===== src/rtl/uart_pkg.sv =====
// uart_pkg: definitions shared by the UART receiver and transmitter.
//   uart_state_e : receive/transmit frame FSM states
//   PAR_NONE / PAR_EVEN / PAR_ODD : encodings for the PARITY_MODE parameter
package uart_pkg;

    typedef enum logic [2:0] {
        StIdle,
        StStart,
        StData,
        StParity,
        StStop
    } uart_state_e;

    localparam int unsigned PAR_NONE = 0;
    localparam int unsigned PAR_EVEN = 1;
    localparam int unsigned PAR_ODD  = 2;

endpackage


===== src/rtl/uart_rx_sampler.sv =====
// uart_rx_sampler: 2-flop synchronizer for the serial line plus the bit-value sampler.
//   clk, rst  : system clock, asynchronous active-high reset
//   baudTick  : oversample enable (present only when UART_RX_MAJORITY_EN is defined)
//   rx        : asynchronous serial input, idle high
//   rxS       : synchronized line
//   sample    : bit value to use on the current oversample tick
// Build option UART_RX_MAJORITY_EN: sample is the 2-of-3 majority of rxS over the current
// and two previous baudTicks; otherwise sample is rxS itself.
module uart_rx_sampler (
    input  logic clk,
    input  logic rst,
`ifdef UART_RX_MAJORITY_EN
    input  logic baudTick,
`endif
    input  logic rx,
    output logic rxS,
    output logic sample
);

    logic rx_meta_q;
    logic rx_sync_q;

    // Reset to the idle level so a reset never looks like a start bit.
    always_ff @(posedge clk or posedge rst) begin
        if (rst) begin
            rx_meta_q <= 1'b1;
            rx_sync_q <= 1'b1;
        end else begin
            rx_meta_q <= rx;
            rx_sync_q <= rx_meta_q;
        end
    end

    assign rxS = rx_sync_q;

`ifdef UART_RX_MAJORITY_EN
    // Holds rxS from the two previous baudTicks; the live rxS is the third vote.
    logic [1:0] hist_q;

    always_ff @(posedge clk or posedge rst) begin
        if (rst) begin
            hist_q <= 2'b11;
        end else if (baudTick) begin
            hist_q <= {hist_q[0], rx_sync_q};
        end
    end

    assign sample = (hist_q[1] & hist_q[0]) | (hist_q[1] & rx_sync_q) | (hist_q[0] & rx_sync_q);
`else
    assign sample = rx_sync_q;
`endif

endmodule


===== src/rtl/uart_rx_framed.sv =====
// uart_rx_framed: parametrised UART receive engine with framing/parity/overrun/break status
// and a held output register with read handshake.
//   clk, rst   : system clock, asynchronous active-high reset
//   baudTick   : one-cycle oversample enable (OVERSAMPLE pulses per bit)
//   rx         : serial line, idle high
//   dataRead   : consumer acknowledge, clears dataValid
//   ready      : FSM idle and armed for a new start bit
//   dataOut    : last completed frame's data, held until the next completed frame
//   dataValid  : dataOut holds an unread value
//   newByte    : one-cycle pulse on the start-confirming baudTick
//   frameErr, parityErr, breakDet, overrun : status of the frame in dataOut
// Build option UART_RX_MAJORITY_EN: 3-sample majority voting (see uart_rx_sampler).
module uart_rx_framed
    import uart_pkg::*;
#(
    parameter int unsigned DATA_WIDTH  = 8,
    parameter int unsigned OVERSAMPLE  = 16,
    parameter int unsigned PARITY_MODE = 0,
    parameter int unsigned STOP_BITS   = 1
) (
    input  logic                  clk,
    input  logic                  rst,
    input  logic                  baudTick,
    input  logic                  rx,
    input  logic                  dataRead,
    output logic                  ready,
    output logic [DATA_WIDTH-1:0] dataOut,
    output logic                  dataValid,
    output logic                  newByte,
    output logic                  frameErr,
    output logic                  parityErr,
    output logic                  breakDet,
    output logic                  overrun
);

    localparam int unsigned TickW = $clog2(OVERSAMPLE);
    localparam int unsigned BitW  = $clog2(DATA_WIDTH);

    localparam logic [TickW-1:0] TickLast = TickW'(OVERSAMPLE - 1);
    localparam logic [TickW-1:0] TickHalf = TickW'(OVERSAMPLE / 2 - 1);
    localparam logic [BitW-1:0]  BitLast  = BitW'(DATA_WIDTH - 1);
    localparam logic [BitW-1:0]  StopLast = BitW'(STOP_BITS - 1);

    logic rx_s;
    logic sample;

    uart_rx_sampler u_sampler (
        .clk      (clk),
        .rst      (rst),
`ifdef UART_RX_MAJORITY_EN
        .baudTick (baudTick),
`endif
        .rx       (rx),
        .rxS      (rx_s),
        .sample   (sample)
    );

    uart_state_e           state_q;
    logic [TickW-1:0]      tick_q;
    logic [BitW-1:0]       bit_q;
    logic [DATA_WIDTH-1:0] shift_q;
    logic                  armed_q;
    logic                  par_bit_q;
    logic                  par_err_q;
    logic                  frm_err_q;
    logic [DATA_WIDTH-1:0] data_out_q;
    logic                  data_valid_q;
    logic                  frame_err_q;
    logic                  parity_err_q;
    logic                  break_det_q;
    logic                  overrun_q;

    logic stop_fe;
    logic odd_sel;

    // Frame error including the stop sample being taken this tick.
    assign stop_fe = frm_err_q | ~sample;
    assign odd_sel = (PARITY_MODE == PAR_ODD);

    always_ff @(posedge clk or posedge rst) begin
        if (rst) begin
            state_q      <= StIdle;
            tick_q       <= '0;
            bit_q        <= '0;
            shift_q      <= '0;
            armed_q      <= 1'b1;
            par_bit_q    <= 1'b0;
            par_err_q    <= 1'b0;
            frm_err_q    <= 1'b0;
            data_out_q   <= '0;
            data_valid_q <= 1'b0;
            frame_err_q  <= 1'b0;
            parity_err_q <= 1'b0;
            break_det_q  <= 1'b0;
            overrun_q    <= 1'b0;
        end else begin
            if (dataRead && data_valid_q) begin
                data_valid_q <= 1'b0;
            end
            if (baudTick) begin
                unique case (state_q)
                    StIdle: begin
                        tick_q <= '0;
                        bit_q  <= '0;
                        if (rx_s) begin
                            armed_q <= 1'b1;
                        end else if (armed_q) begin
                            state_q <= StStart;
                        end
                    end
                    StStart: begin
                        if (tick_q == TickHalf) begin
                            tick_q    <= '0;
                            bit_q     <= '0;
                            par_bit_q <= 1'b0;
                            par_err_q <= 1'b0;
                            frm_err_q <= 1'b0;
                            // A high sample here was a glitch: drop back without touching status.
                            state_q   <= sample ? StIdle : StData;
                        end else begin
                            tick_q <= tick_q + 1'b1;
                        end
                    end
                    StData: begin
                        if (tick_q == TickLast) begin
                            tick_q  <= '0;
                            // LSB arrives first, so shift in from the top.
                            shift_q <= {sample, shift_q[DATA_WIDTH-1:1]};
                            if (bit_q == BitLast) begin
                                bit_q   <= '0;
                                state_q <= (PARITY_MODE != PAR_NONE) ? StParity : StStop;
                            end else begin
                                bit_q <= bit_q + 1'b1;
                            end
                        end else begin
                            tick_q <= tick_q + 1'b1;
                        end
                    end
                    StParity: begin
                        if (tick_q == TickLast) begin
                            tick_q    <= '0;
                            bit_q     <= '0;
                            par_bit_q <= sample;
                            par_err_q <= sample != ((^shift_q) ^ odd_sel);
                            state_q   <= StStop;
                        end else begin
                            tick_q <= tick_q + 1'b1;
                        end
                    end
                    StStop: begin
                        if (tick_q == TickLast) begin
                            tick_q    <= '0;
                            frm_err_q <= stop_fe;
                            if (bit_q == StopLast) begin
                                bit_q        <= '0;
                                state_q      <= StIdle;
                                data_out_q   <= shift_q;
                                frame_err_q  <= stop_fe;
                                parity_err_q <= par_err_q;
                                break_det_q  <= stop_fe && (shift_q == '0) &&
                                                ((PARITY_MODE == PAR_NONE) || !par_bit_q);
                                // A read in the commit cycle consumed the old value in time.
                                overrun_q    <= data_valid_q && !dataRead;
                                data_valid_q <= 1'b1;
                                // Stay disarmed until the line is seen idle again.
                                if (stop_fe) begin
                                    armed_q <= 1'b0;
                                end
                            end else begin
                                bit_q <= bit_q + 1'b1;
                            end
                        end else begin
                            tick_q <= tick_q + 1'b1;
                        end
                    end
                    default: state_q <= StIdle;
                endcase
            end
        end
    end

    assign newByte   = baudTick && (state_q == StStart) && (tick_q == TickHalf) && !sample;
    assign ready     = (state_q == StIdle) && armed_q;
    assign dataOut   = data_out_q;
    assign dataValid = data_valid_q;
    assign frameErr  = frame_err_q;
    assign parityErr = parity_err_q;
    assign breakDet  = break_det_q;
    assign overrun   = overrun_q;

endmodule


===== config.mk =====
export PLATFORM = sky130hd
export DESIGN_NAME = uart_rx_framed
export DESIGN_NICKNAME = d
export VERILOG_FILES = /design/src/rtl/uart_pkg.sv /design/src/rtl/uart_rx_sampler.sv /design/src/rtl/uart_rx_framed.sv
export SDC_FILE = /design/constraint.sdc
export NUM_CORES = 1
export LEC_CHECK = 0
export BUFFER_PORTS_ARGS = -buffer_cell sky130_fd_sc_hd__buf_2
export CORE_MARGIN = 4
export CORE_UTILIZATION = 60
export CTS_BUF_LIST = sky130_fd_sc_hd__clkbuf_4 sky130_fd_sc_hd__clkbuf_8
export CTS_CLUSTER_SIZE = 10
export DETAILED_ROUTE_END_ITERATION = 10
export GPL_ROUTABILITY_DRIVEN = 0
export PLACE_DENSITY = 0.92
export SLEW_MARGIN = 20
export SYNTH_ARGS = -nofsm -noshare
export SYNTH_HDL_FRONTEND = slang
export SYNTH_SLANG_ARGS = --single-unit

===== constraint.sdc =====
create_clock -name clk -period 2.4 [get_ports clk]
set_input_delay 0.48 -clock clk [delete_from_list [all_inputs] [get_ports clk]]
set_output_delay 0.48 -clock clk [all_outputs]
set_load 0.02 [all_outputs]

==> key figures <==
STA
  – Min Hold Slack: 0.211 ns
  – Max frequency: 0.443 GHz
  – Rel. slew slack: 70.1%
  – Setup Skew: 0.00507 ns
  – Max-slew violations: 0
  – Final setup margin: 0.142 ns
  – Setup TNS: 0 ns
  – RSZ-0062 raised after global routing: false
  – Hold Violations, Final: 0
  – Fin crit share: 94.1%
  – Tmin final: 2.26 ns
  – Actual slew at the worst max-slew pin: 0.448 ns
  – Final setup fails: 0

Clocking
  – CTS H-tree lvls: 2
  – Post-CTS Hold Fix Bufs: 0
  – Clock latency on the worst-skew pair: 0.35 ns
  – Num CTS Buffers: 5
  – Cts repair resizes: 0
  – Post-CTS Setup Bufs: 0
  – Maximum clock path buffer count: 2
  – Root Buffer: clkbuf_4
  – TritonCTS clock tree: yes
  – Clock edge transition at the registers on the reported setup and hold paths: 0.10 ns
  – CTS Sinks: 36

Floorplan
  – IO Count: 20
  – Row count: 20
  – Die width: 64.5 um
  – Starting density of the core: 62.8%
  – Die area: 4160 um2
  – Core area: 3050 um2
  – Die H: 64.5 um

Placed design
  – PortBufs: 19
  – Post-DP HPWL: 2340 um
  – Dpl ws: 0.500 ns

Cells and area
  – Fill count: 235
  – Ant. Diodes: 0
  – Area grow syn2layout: 8.62%
  – Layout cell share with drive strength beyond 1: 25.7%
  – Final net count: 214

Global routing
  – Largest net degree at the start of global routing: 37
  – First-pass GRT wire length: 5950 um
  – Number of antenna violations at the first check in global routing: 0
  – Vias in the first global route: 1342
  – Total track usage: 18.5%
  – GRT Residual Overflow: 0

Logic synthesis
  – Synth unique cells: 50
  – Post-synth EDFFs: 0
  – Ys async rst share: 100%
  – Cells after synthesis: 183
  – Cell area after synthesis: 1920 um2
  – Sequential area share after synthesis: 47.2%
  – Synthesized area per cell: 10.5 um2
  – Main synth FF type: dfrtp_1
  – #FFs+latches synth: 36
  – Yosys Warn Count: 0
  – Syn_nets: 196

Run status
  – Outcome: finished, final reports clean

Routing
  – WL final: 3320 um
  – DR pass1 iterations: 4
  – DRC: 0
  – Initial DRC count: 91
  – ANT nets after route: 0
  – Wire length per cell: 13.5 um
  – Vias/cell: 5.59
  – Vias: 1375

Setup path
  – Worst-path fanout max: 15
  – Critical path type: reg2out
  – Worst EP required: 1.92 ns
  – Worst Setup Start Kind: register
  – CP endpoint kind: output port
  – CP arrival: 1.78 ns

Pwr
  – Leakage power: 0.000955 uW
  – Peak supply drop: 0.651 mV
  – Power Density: 745 nW/um2

Worst hold path
  – Worst hold path type: in2async

Run
  – Maximum capacitance violations: 0
==> metrics by stage <==
| stage | std cells | util, % | area (um2) | total power [uW] |
|---|---|---|---|---|
| after floorplan | 183 | - | 1920 | 1130 |
| after global placement | 238 | 66.0 | 2010 | 1190 |
| after detailed placement | 238 | 66.0 | 2010 | 1200 |
| after CTS | 246 | 68.2 | 2080 | 1560 |
| after global routing | 246 | 68.2 | 2080 | 1670 |
| final | 246 | 68.2 | 2080 | 1550 |
==> cells in the final DEF (no fill, tap or decap), types with 2 or more instances in the layout <==
master    instances
nand2_1          21
a31oi_1           3
nor3b_2           2
buf_4             2
mux2i_1           7
a22o_1            2
o31ai_1           2
nand3b_1          2
mux2_2            2
o21ai_2           8
ha_1              8
inv_1            12
nand4_1           2
nor2b_1           6
o21ai_0           9
a21oi_1           7
nand2b_1          4
o211ai_1          3
nor2_1            3
xnor2_1           3
nor3_1            3
dfrtp_1          32
buf_2            19
clkbuf_4          6
o221ai_1          2
nor3b_1           2
o21ai_1           4
dfstp_2           3
==> area by class of cell <==
| cell class | count | area, um2 | share of cell area [%] |
|---|---|---|---|
| clock buffers | 7 | 58.8 | 2.82 |
| clock inverters | 1 | 7.51 | 0.361 |
| inverters | 12 | 45.0 | 2.16 |
| multi-input cells | 125 | 900 | 43.2 |
| flip-flops and latches | 36 | 906 | 43.5 |
| well taps | 44 | 55.1 | 2.64 |
| repair buffers | 21 | 110 | 5.29 |
==> metal layers <==
layer,vias up,routed length [um],track usage (%)
li1,679,-,-
met1,654,1480,24.0
met2,34,1600,28.4
met3,8,176,6.24
met4,0,60,7.39
met5,-,0,0
==> synth_stat cells, types with 2 or more instances <==
library cell,count,area [um2]
nor3b_2,2,25.0
xnor2_1,3,26.3
nor3_1,3,15.0
nand4_1,2,12.5
o21ai_2,8,70.1
nand3b_1,2,15.0
buf_2,2,10.0
o21ai_1,4,20.0
inv_1,12,45.0
mux2i_1,7,70.1
nand2_1,21,78.8
o221ai_1,2,17.5
clkbuf_1,3,11.3
o21ai_0,9,45.0
ha_1,8,100
a31oi_1,3,18.8
nor2_1,3,11.3
a21oi_1,7,35.0
dfrtp_1,33,826
nor3b_1,2,15.0
nand2b_1,4,25.0
buf_6,3,33.8
nor2b_1,6,37.5
o211ai_1,3,22.5
a22o_1,2,17.5
mux2_2,2,22.5
o31ai_1,2,15.0
dfstp_2,3,78.8
==> worst paths after layout <==
check	slack (ns)	startpoint	cells after the start	endpoint
setup / recovery	0.14	state_q[1]	4	ready
hold / removal	0.21	rst	3	tick_q[3]
setup reg to reg	0.50	tick_q[0]	4	breakDet
hold reg to reg	0.36	u_sampler.rx_meta_q	0	u_sampler.rxS
max in group asynchronous	1.85	rst	3	u_sampler.rx_meta_q
min in group clk	0.22	rx	1	u_sampler.rx_meta_q
==> power breakdown <==
group	leakage, uW	internal (uW)	total, uW	switching (uW)
Clock	0.0000349	155	358	203
Sequential	0.000441	684	818	134
Combinational	0.000479	181	376	195
==> critical path, cell delays in order (launching register included) <==
cell	delay, ns
dfrtp_1	0.54
or2_2	0.37
nor2_1	0.16
and2_1	0.18
buf_2	0.17
==> kinds of logic after synthesis <==
logic type,share of synthesized area [%]
simple gates,16.4
flops,47.2
compound gates,17.9
xor+xnor,1.83
mux,5.61
buf+inv,5.87
fa+ha+maj,5.22
==> state kept, by name (all words and copies together), names as in the netlist <==
name,count
state_q,3
frm_err_q,1
u_sampler.rx_meta_q,1
parityErr,1
armed_q,1
shift_q,8
dataValid,1
overrun,1
bit_q,3
frameErr,1
tick_q,4
par_err_q,1
u_sampler.rxS,1
dataOut,8
breakDet,1
(Power assumes the default switching activity.)
